==> src/rtl/linebuf_window9_pkg.sv <==
// Shared pixel/window types for the 9x9 line-buffer producer and its innerproduct consumers.
package linebuf_pkg;
  localparam int PIX_W    = 7;
  localparam int WIN      = 9;
  localparam int WIN_AREA = WIN * WIN;

  typedef logic [PIX_W-1:0]       pix_t;
  typedef pix_t [0:WIN_AREA-1]    win_t;
  typedef pix_t [0:WIN-1]         col_t;
endpackage

==> src/rtl/linebuf_window9_if.sv <==
// Pixel stream in, 9x9 window out. LINEBUF_COORD_EN adds the window top-left coordinates.
interface linebuf_window9_if #(
  parameter int IMG_W = 28,
  parameter int IMG_H = 28
);
  import linebuf_pkg::*;

  logic pix_valid;
  logic pix_sof;
  pix_t pix_in;
  win_t xarray;
  logic win_valid;
  logic frame_done;
`ifdef LINEBUF_COORD_EN
  logic [$clog2(IMG_H)-1:0] win_row;
  logic [$clog2(IMG_W)-1:0] win_col;

  modport master (output pix_valid, pix_sof, pix_in,
                  input  xarray, win_valid, frame_done, win_row, win_col);
  modport slave  (input  pix_valid, pix_sof, pix_in,
                  output xarray, win_valid, frame_done, win_row, win_col);
`else
  modport master (output pix_valid, pix_sof, pix_in,
                  input  xarray, win_valid, frame_done);
  modport slave  (input  pix_valid, pix_sof, pix_in,
                  output xarray, win_valid, frame_done);
`endif
endinterface

==> src/rtl/linebuf_window9_line_ram.sv <==
// One image line of pixels; combinational read returns the old word while the same address is written.
module linebuf_line_ram
  import linebuf_pkg::*;
#(
  parameter int DEPTH = 28,
  parameter int AW    = $clog2(DEPTH)
) (
  input  logic          clk,
  input  logic          we,
  input  logic [AW-1:0] addr,
  input  pix_t          wdata,
  output pix_t          rdata
);
  pix_t mem [DEPTH];

  assign rdata = mem[addr];

  always_ff @(posedge clk)
    if (we) mem[addr] <= wdata;
endmodule

==> src/rtl/linebuf_window9.sv <==
// Raster stream -> sliding 9x9 window, one window per pixel once 8 rows/cols are buffered.
// Optional LINEBUF_COORD_EN exports the top-left image coordinate of each valid window.
module linebuf_window9
  import linebuf_pkg::*;
#(
  parameter int IMG_W = 28,
  parameter int IMG_H = 28
) (
  input  logic               clk,
  input  logic               reset,
  linebuf_window9_if.slave   lb
);
  localparam int CW = $clog2(IMG_W);
  localparam int RW = $clog2(IMG_H);
  localparam int NL = WIN - 1;

  logic          accept;
  logic [CW-1:0] col_q, cur_col;
  logic [RW-1:0] row_q, cur_row;
  logic          last_col, last_row, in_win;

  assign accept   = lb.pix_valid;
  // sof overrides the counters so a new frame always starts at (0,0)
  assign cur_col  = lb.pix_sof ? '0 : col_q;
  assign cur_row  = lb.pix_sof ? '0 : row_q;
  assign last_col = (cur_col == CW'(IMG_W - 1));
  assign last_row = (cur_row == RW'(IMG_H - 1));
  assign in_win   = (cur_row >= RW'(WIN - 1)) && (cur_col >= CW'(WIN - 1));

  always_ff @(posedge clk) begin
    if (reset) begin
      col_q <= '0;
      row_q <= '0;
    end else if (accept) begin
      if (last_col) begin
        col_q <= '0;
        row_q <= last_row ? '0 : cur_row + 1'b1;
      end else begin
        col_q <= cur_col + 1'b1;
        row_q <= cur_row;
      end
    end
  end

  // Line chain: line k takes line k+1's old word, newest line takes the incoming pixel
  pix_t rd [NL];
  pix_t wd [NL];

  for (genvar k = 0; k < NL; k++) begin : g_line
    if (k == NL - 1) begin : g_top
      assign wd[k] = lb.pix_in;
    end else begin : g_mid
      assign wd[k] = rd[k+1];
    end
    linebuf_line_ram #(.DEPTH(IMG_W), .AW(CW)) u_line (
      .clk   (clk),
      .we    (accept),
      .addr  (cur_col),
      .wdata (wd[k]),
      .rdata (rd[k])
    );
  end

  col_t v;
  always_comb begin
    v = '0;
    for (int k = 0; k < NL; k++) v[k] = rd[k];
    v[WIN-1] = lb.pix_in;
  end

  win_t win_q, win_d;
  always_comb begin
    win_d = win_q;
    for (int r = 0; r < WIN; r++) begin
      for (int c = 0; c < WIN - 1; c++)
        win_d[r*WIN+c] = win_q[r*WIN+c+1];
      win_d[r*WIN+WIN-1] = v[r];
    end
  end

  logic win_valid_q, frame_done_q;

  always_ff @(posedge clk) begin
    if (reset) begin
      win_q        <= '0;
      win_valid_q  <= 1'b0;
      frame_done_q <= 1'b0;
    end else begin
      if (accept) win_q <= win_d;
      win_valid_q  <= accept && in_win;
      frame_done_q <= accept && last_col && last_row;
    end
  end

  assign lb.xarray     = win_q;
  assign lb.win_valid  = win_valid_q;
  assign lb.frame_done = frame_done_q;

`ifdef LINEBUF_COORD_EN
  logic [RW-1:0] win_row_q;
  logic [CW-1:0] win_col_q;

  always_ff @(posedge clk) begin
    if (reset) begin
      win_row_q <= '0;
      win_col_q <= '0;
    end else if (accept && in_win) begin
      win_row_q <= cur_row - RW'(WIN - 1);
      win_col_q <= cur_col - CW'(WIN - 1);
    end
  end

  assign lb.win_row = win_row_q;
  assign lb.win_col = win_col_q;
`endif
endmodule
==> src/flat_wrapper.sv <==
// flat-port wrapper written by rule: the top's interface ports become plain ports
module linebuf_window9_flat import linebuf_pkg::*;
#(
  parameter int IMG_W = 28,
  parameter int IMG_H = 28
)
  (clk, reset, lb_pix_valid, lb_pix_sof, lb_pix_in, lb_xarray, lb_win_valid, lb_frame_done);
  linebuf_window9_if #(.IMG_W(IMG_W), .IMG_H(IMG_H)) lb_i ();
  input  logic clk;
  input  logic reset;
  input wire logic [$bits(lb_i.pix_valid)-1:0] lb_pix_valid;
  input wire logic [$bits(lb_i.pix_sof)-1:0] lb_pix_sof;
  input wire logic [$bits(lb_i.pix_in)-1:0] lb_pix_in;
  output wire logic [$bits(lb_i.xarray)-1:0] lb_xarray;
  output wire logic [$bits(lb_i.win_valid)-1:0] lb_win_valid;
  output wire logic [$bits(lb_i.frame_done)-1:0] lb_frame_done;
  assign lb_i.pix_valid = lb_pix_valid;
  assign lb_i.pix_sof = lb_pix_sof;
  assign lb_i.pix_in = lb_pix_in;
  assign lb_xarray = lb_i.xarray;
  assign lb_win_valid = lb_i.win_valid;
  assign lb_frame_done = lb_i.frame_done;
  linebuf_window9 #(.IMG_W(IMG_W), .IMG_H(IMG_H)) u_core (.clk(clk), .reset(reset), .lb(lb_i));
endmodule
==> config.mk <==
export PLATFORM = sky130hd
export DESIGN_NAME = linebuf_window9_flat
export DESIGN_NICKNAME = d
export VERILOG_FILES = /design/src/rtl/linebuf_window9_pkg.sv /design/src/rtl/linebuf_window9_if.sv /design/src/rtl/linebuf_window9_line_ram.sv /design/src/rtl/linebuf_window9.sv /design/src/flat_wrapper.sv
export SDC_FILE = /design/constraint.sdc
export NUM_CORES = 2
export LEC_CHECK = 0
export BUFFER_PORTS_ARGS = -buffer_cell sky130_fd_sc_hd__buf_4
export CORE_MARGIN = 10
export CORE_UTILIZATION = 25
export CTS_CLUSTER_DIAMETER = 80
export DETAILED_ROUTE_END_ITERATION = 8
export GPL_TIMING_DRIVEN = 0
export SLEW_MARGIN = 20
export SYNTH_ARGS = -nofsm -noshare
export SYNTH_HDL_FRONTEND = slang
export SYNTH_HIERARCHICAL = 1
export SYNTH_SLANG_ARGS = --single-unit
==> constraint.sdc <==
create_clock -name clk -period 4.65 [get_ports clk]
set_input_delay 0.2325 -clock clk [delete_from_list [all_inputs] [get_ports clk]]
set_output_delay 0.2325 -clock clk [all_outputs]
set_load 0.01 [all_outputs]
==> metrics.log <==
INFO  metric post-cts-setup-buffer-count = 0
INFO  metric cp-end-kind = flop
INFO  metric synth_enable_flop_cells = 1568
INFO  metric via_per_inst = 4.57
INFO  metric grt_setup_unrepaired = no
INFO  metric number_of_global_route_vias_before_repair = 49600
INFO  metric ys_seq_area_frac = 0.710
INFO  metric design.die.area = 354000 sq um
INFO  metric layout-drive-gt1-share = 0.233
INFO  metric yosys.area.top_type = sky130_fd_sc_hd__edfxtp_1
INFO  metric slew-limit-headroom = 0.254
INFO  metric max_freq = 0.240 GHz
INFO  metric run_status = finished, final reports clean
INFO  metric tightest_pin_transition = 1.11 ns
INFO  metric power_per_standard_cell_area = 411 nW/um^2
INFO  metric met1_routed_length = 96.7 mm
INFO  metric master_cell_of_the_clock_root_buffer = sky130_fd_sc_hd__clkbuf_16
INFO  metric synth.lib_cells_used.distinct = 49
INFO  metric global_route.overflow_total = 0
INFO  metric global_route.usage.total = 0.127
INFO  metric report.final.setup_viol = 0
INFO  metric maximum_number_of_pins_on_one_net_before_global_route_repair = 34
INFO  metric nNetsFinal = 6093
INFO  metric wl_per_cell = 22.3 microns
INFO  metric antenna_left = 0
INFO  metric drtIter0Drc = 4229
INFO  metric clock_pin_slew_reported_for_the_worst_setup_and_hold_paths_after_clock_tree_synthesis = 0.06 ns
INFO  metric finClkSkew = 0.124 ns
INFO  metric initial_antenna_violation_count = 11
INFO  metric synth.yosys.warnings = 6
INFO  metric cp.required = 5.36 ns
INFO  metric syn-instance-count = 5165
INFO  metric post_route_fraction_of_the_period_consumed_by_the_critical_path = 0.898
INFO  metric finalHoldWorstSlack = 0.326 ns
INFO  metric grt_first_pass_wirelength = 344 mm
INFO  metric gpl.final_weighted_congestion = 0.855
INFO  metric finalHoldViolations = 0
INFO  metric fp.dieW = 595 microns
INFO  metric ys_dominant_reg_cell = sky130_fd_sc_hd__edfxtp_1
INFO  metric leading_cell_types_by_total_area_after_synthesis = sky130_fd_sc_hd__edfxtp_1 57%, sky130_fd_sc_hd__dfxtp_1 14%, sky130_fd_sc_hd__mux2i_1 11%, sky130_fd_sc_hd__mux4_2 4.8%, sky130_fd_sc_hd__nor2_1 3.7%
INFO  metric floorplan.initialDensity = 0.252
INFO  metric count_of_maximum_capacitance_violations = 0
INFO  metric critical_path_arrival = 4.88 ns
INFO  metric clk_latency = 0.92 ns
INFO  metric post-dp-hpwl = 170 mm
INFO  metric numClockSinks = 2147
INFO  metric max-clock-path-buffers = 4
INFO  metric routed-wl-met2 = 115 mm
INFO  metric drt_drc_violations_left = 0
INFO  metric cts-buffers-inserted = 229
INFO  metric synth_top_area_frac = 0.570
INFO  metric setup_tns = 0 ns
INFO  metric areaGrowthSynthToFinish = 22.9%
INFO  metric numPortBuffers = 578
INFO  metric synth_nets = 5178
INFO  metric avgSynthCellArea = 16.0 sq um
INFO  metric met3RoutedLength = 17.3 mm
INFO  metric largest_fanout_of_any_net_on_the_critical_path = 17
INFO  metric core.rowCount = 210
INFO  metric dr_total_vias = 48500
INFO  metric core_area = 328000 sq um
INFO  metric die_h = 595 microns
INFO  metric final_period_minus_worst_setup_slack = 4.17 ns
INFO  metric htreeDepth = 4
INFO  metric timing_max_transition_violations_final = 0
INFO  metric cts_tree = done
INFO  metric highest_layer = met5
INFO  metric design.portCount = 580
INFO  metric worst_hold_path_type = in -> reg
INFO  metric asyncSetResetFlopFracSynth = 0
INFO  metric crit_type = in -> reg
INFO  metric wirelength = 237 mm
INFO  metric vdd.ir_drop.worst = 0.335 mV
INFO  metric worst_setup_path_start_kind = input pin
INFO  metric syn-cell-area = 82600 sq um
INFO  metric synthesized_flop_and_latch_total = 2147
INFO  metric p_leak = 35.2 nW
INFO  metric detail_route.first_pass.iterations = 6
## sequential cells by signal, indices dropped and copies added, names as in the netlist
| signal | cells |
|---|---|
| u_core/g_line.u_line/mem | 1568 |
| u_core/lb.xarray | 567 |
| u_core/col_q | 5 |
| u_core/row_q | 5 |
| u_core/lb.frame_done | 1 |
| u_core/lb.win_valid | 1 |
## synth_stat cells (8+ instances only)
cell type,count
sky130_fd_sc_hd__nor2b_1,57
sky130_fd_sc_hd__mux4_2,176
sky130_fd_sc_hd__or3_1,8
sky130_fd_sc_hd__nor2_1,810
sky130_fd_sc_hd__and3_1,8
sky130_fd_sc_hd__dfxtp_1,579
sky130_fd_sc_hd__buf_8,8
sky130_fd_sc_hd__edfxtp_1,1568
sky130_fd_sc_hd__a31oi_1,41
sky130_fd_sc_hd__a32oi_1,10
sky130_fd_sc_hd__buf_4,40
sky130_fd_sc_hd__o21ai_0,45
sky130_fd_sc_hd__buf_2,110
sky130_fd_sc_hd__nand3_1,89
sky130_fd_sc_hd__a21oi_1,27
sky130_fd_sc_hd__o22ai_1,50
sky130_fd_sc_hd__and2_1,25
sky130_fd_sc_hd__buf_6,32
sky130_fd_sc_hd__a221oi_1,32
sky130_fd_sc_hd__nor3_1,35
sky130_fd_sc_hd__mux2_2,16
sky130_fd_sc_hd__nand4_1,41
sky130_fd_sc_hd__and4b_1,8
sky130_fd_sc_hd__mux4_1,40
sky130_fd_sc_hd__nand2_1,70
sky130_fd_sc_hd__a41oi_1,10
sky130_fd_sc_hd__o221ai_1,8
sky130_fd_sc_hd__a22oi_1,72
sky130_fd_sc_hd__nand3b_1,40
sky130_fd_sc_hd__nand2b_1,21
sky130_fd_sc_hd__or3b_2,16
sky130_fd_sc_hd__o211ai_1,8
sky130_fd_sc_hd__clkbuf_1,110
sky130_fd_sc_hd__mux2i_1,929
## worst paths after layout
path	from	to	slack [ns]	cells after the start
max	lb_pix_sof	u_core/lb.xarray[316]$_SDFFE_PP0P_	0.48	16
min	lb_pix_in[3]	u_core/g_line[7].u_line/mem[25][3]$_DFFE_PP_	0.33	2
max reg2reg	u_core/col_q[2]$_SDFFE_PP0P_	u_core/lb.xarray[195]$_SDFFE_PP0P_	0.65	11
min reg2reg	u_core/lb.xarray[505]$_SDFFE_PP0P_	u_core/lb.xarray[512]$_SDFFE_PP0P_	0.47	2
## kinds of logic (layout without fill, tap and decap cells)
family	Yosys count	in the layout	synth area share
AOI/OAI and AO/OA	309	309	0.0255
adders and majority gates	2	2	0.000303
buffers and inverters	313	1416	0.0217
DFF	2147	2147	0.710
muxes	1161	1161	0.175
other	0	2	0
and+or+nand+nor	1233	1233	0.0665
## stage by stage
step | instance area [sq um] | power (mW) | utilization | setup slack [ns] | instances
floorplan | 82600 | 22.5 | - | 0.614 | 5165
global placement | 92400 | 23.5 | 0.281 | -4.17 | 10100
detailed placement | 93700 | 23.7 | 0.286 | 0.264 | 10200
CTS | 101000 | 42.3 | 0.309 | 0.560 | 10600
global route | 102000 | 43.1 | 0.309 | 0.270 | 10600
finish | 102000 | 41.8 | 0.309 | 0.476 | 10600
## final cells by class
type,count,area (sq um)
fillers,32000,227000
flip-flops and latches,2147,58700
multi-input cells,2705,22300
clock buffers,295,6180
repair buffers,684,5690
well taps,4346,5440
plain buffers,307,1780
clock inverters,124,1470
inverters,6,25.0
diodes,2,5.00
## routing by layer
| metal | up-vias | GRT usage |
|---|---|---|
| met5 | - | 0 |
| met4 | 2 | 0.0388 |
| met3 | 448 | 0.0256 |
| met2 | 1931 | 0.217 |
| met1 | 24500 | 0.161 |
| li1 | 21600 | - |
## power by group
group / total (mW) / switching, mW / internal [mW] / leakage (nW)
sequential: 21.0 / 0.112 / 20.9 / 18.8
clock: 18.5 / 7.59 / 10.9 / 3.73
combinational: 2.26 / 1.48 / 0.778 / 12.7
## layout by cell type (no fill, tap or decap), types with 45 or more instances in the layout
| cell type | instances |
|---|---|
| sky130_fd_sc_hd__edfxtp_1 | 1568 |
| sky130_fd_sc_hd__mux2i_1 | 929 |
| sky130_fd_sc_hd__nor2_1 | 809 |
| sky130_fd_sc_hd__buf_4 | 638 |
| sky130_fd_sc_hd__dfxtp_1 | 579 |
| sky130_fd_sc_hd__clkbuf_16 | 231 |
| sky130_fd_sc_hd__mux4_2 | 176 |
| sky130_fd_sc_hd__clkbuf_1 | 149 |
| sky130_fd_sc_hd__buf_2 | 111 |
| sky130_fd_sc_hd__buf_6 | 86 |
| sky130_fd_sc_hd__nand3_1 | 82 |
| sky130_fd_sc_hd__a22oi_1 | 72 |
| sky130_fd_sc_hd__nand2_1 | 70 |
| sky130_fd_sc_hd__nor2b_1 | 56 |
| sky130_fd_sc_hd__o22ai_1 | 50 |
| sky130_fd_sc_hd__o21ai_0 | 45 |
## critical path: stages
cell	delay, ns
sky130_fd_sc_hd__dlygate4sd3_1	0.57
sky130_fd_sc_hd__buf_4	0.17
sky130_fd_sc_hd__clkbuf_1	0.24
sky130_fd_sc_hd__nand2b_1	0.28
sky130_fd_sc_hd__inv_4	0.28
sky130_fd_sc_hd__buf_16	0.26
sky130_fd_sc_hd__buf_6	0.24
sky130_fd_sc_hd__buf_8	0.17
sky130_fd_sc_hd__buf_4	0.26
sky130_fd_sc_hd__mux2i_1	0.26
sky130_fd_sc_hd__o22ai_1	0.16
sky130_fd_sc_hd__a31oi_1	0.31
sky130_fd_sc_hd__nand4_1	0.71
sky130_fd_sc_hd__buf_6	0.43
sky130_fd_sc_hd__mux2i_1	0.14
sky130_fd_sc_hd__nor2_1	0.05
## repair_timing
item	in CTS	in global routing
hold buffers	8	0
endpoints found under the hold margin	212	0
resized for setup	0	0
Note: power is estimated with default switching activity, not from simulation.
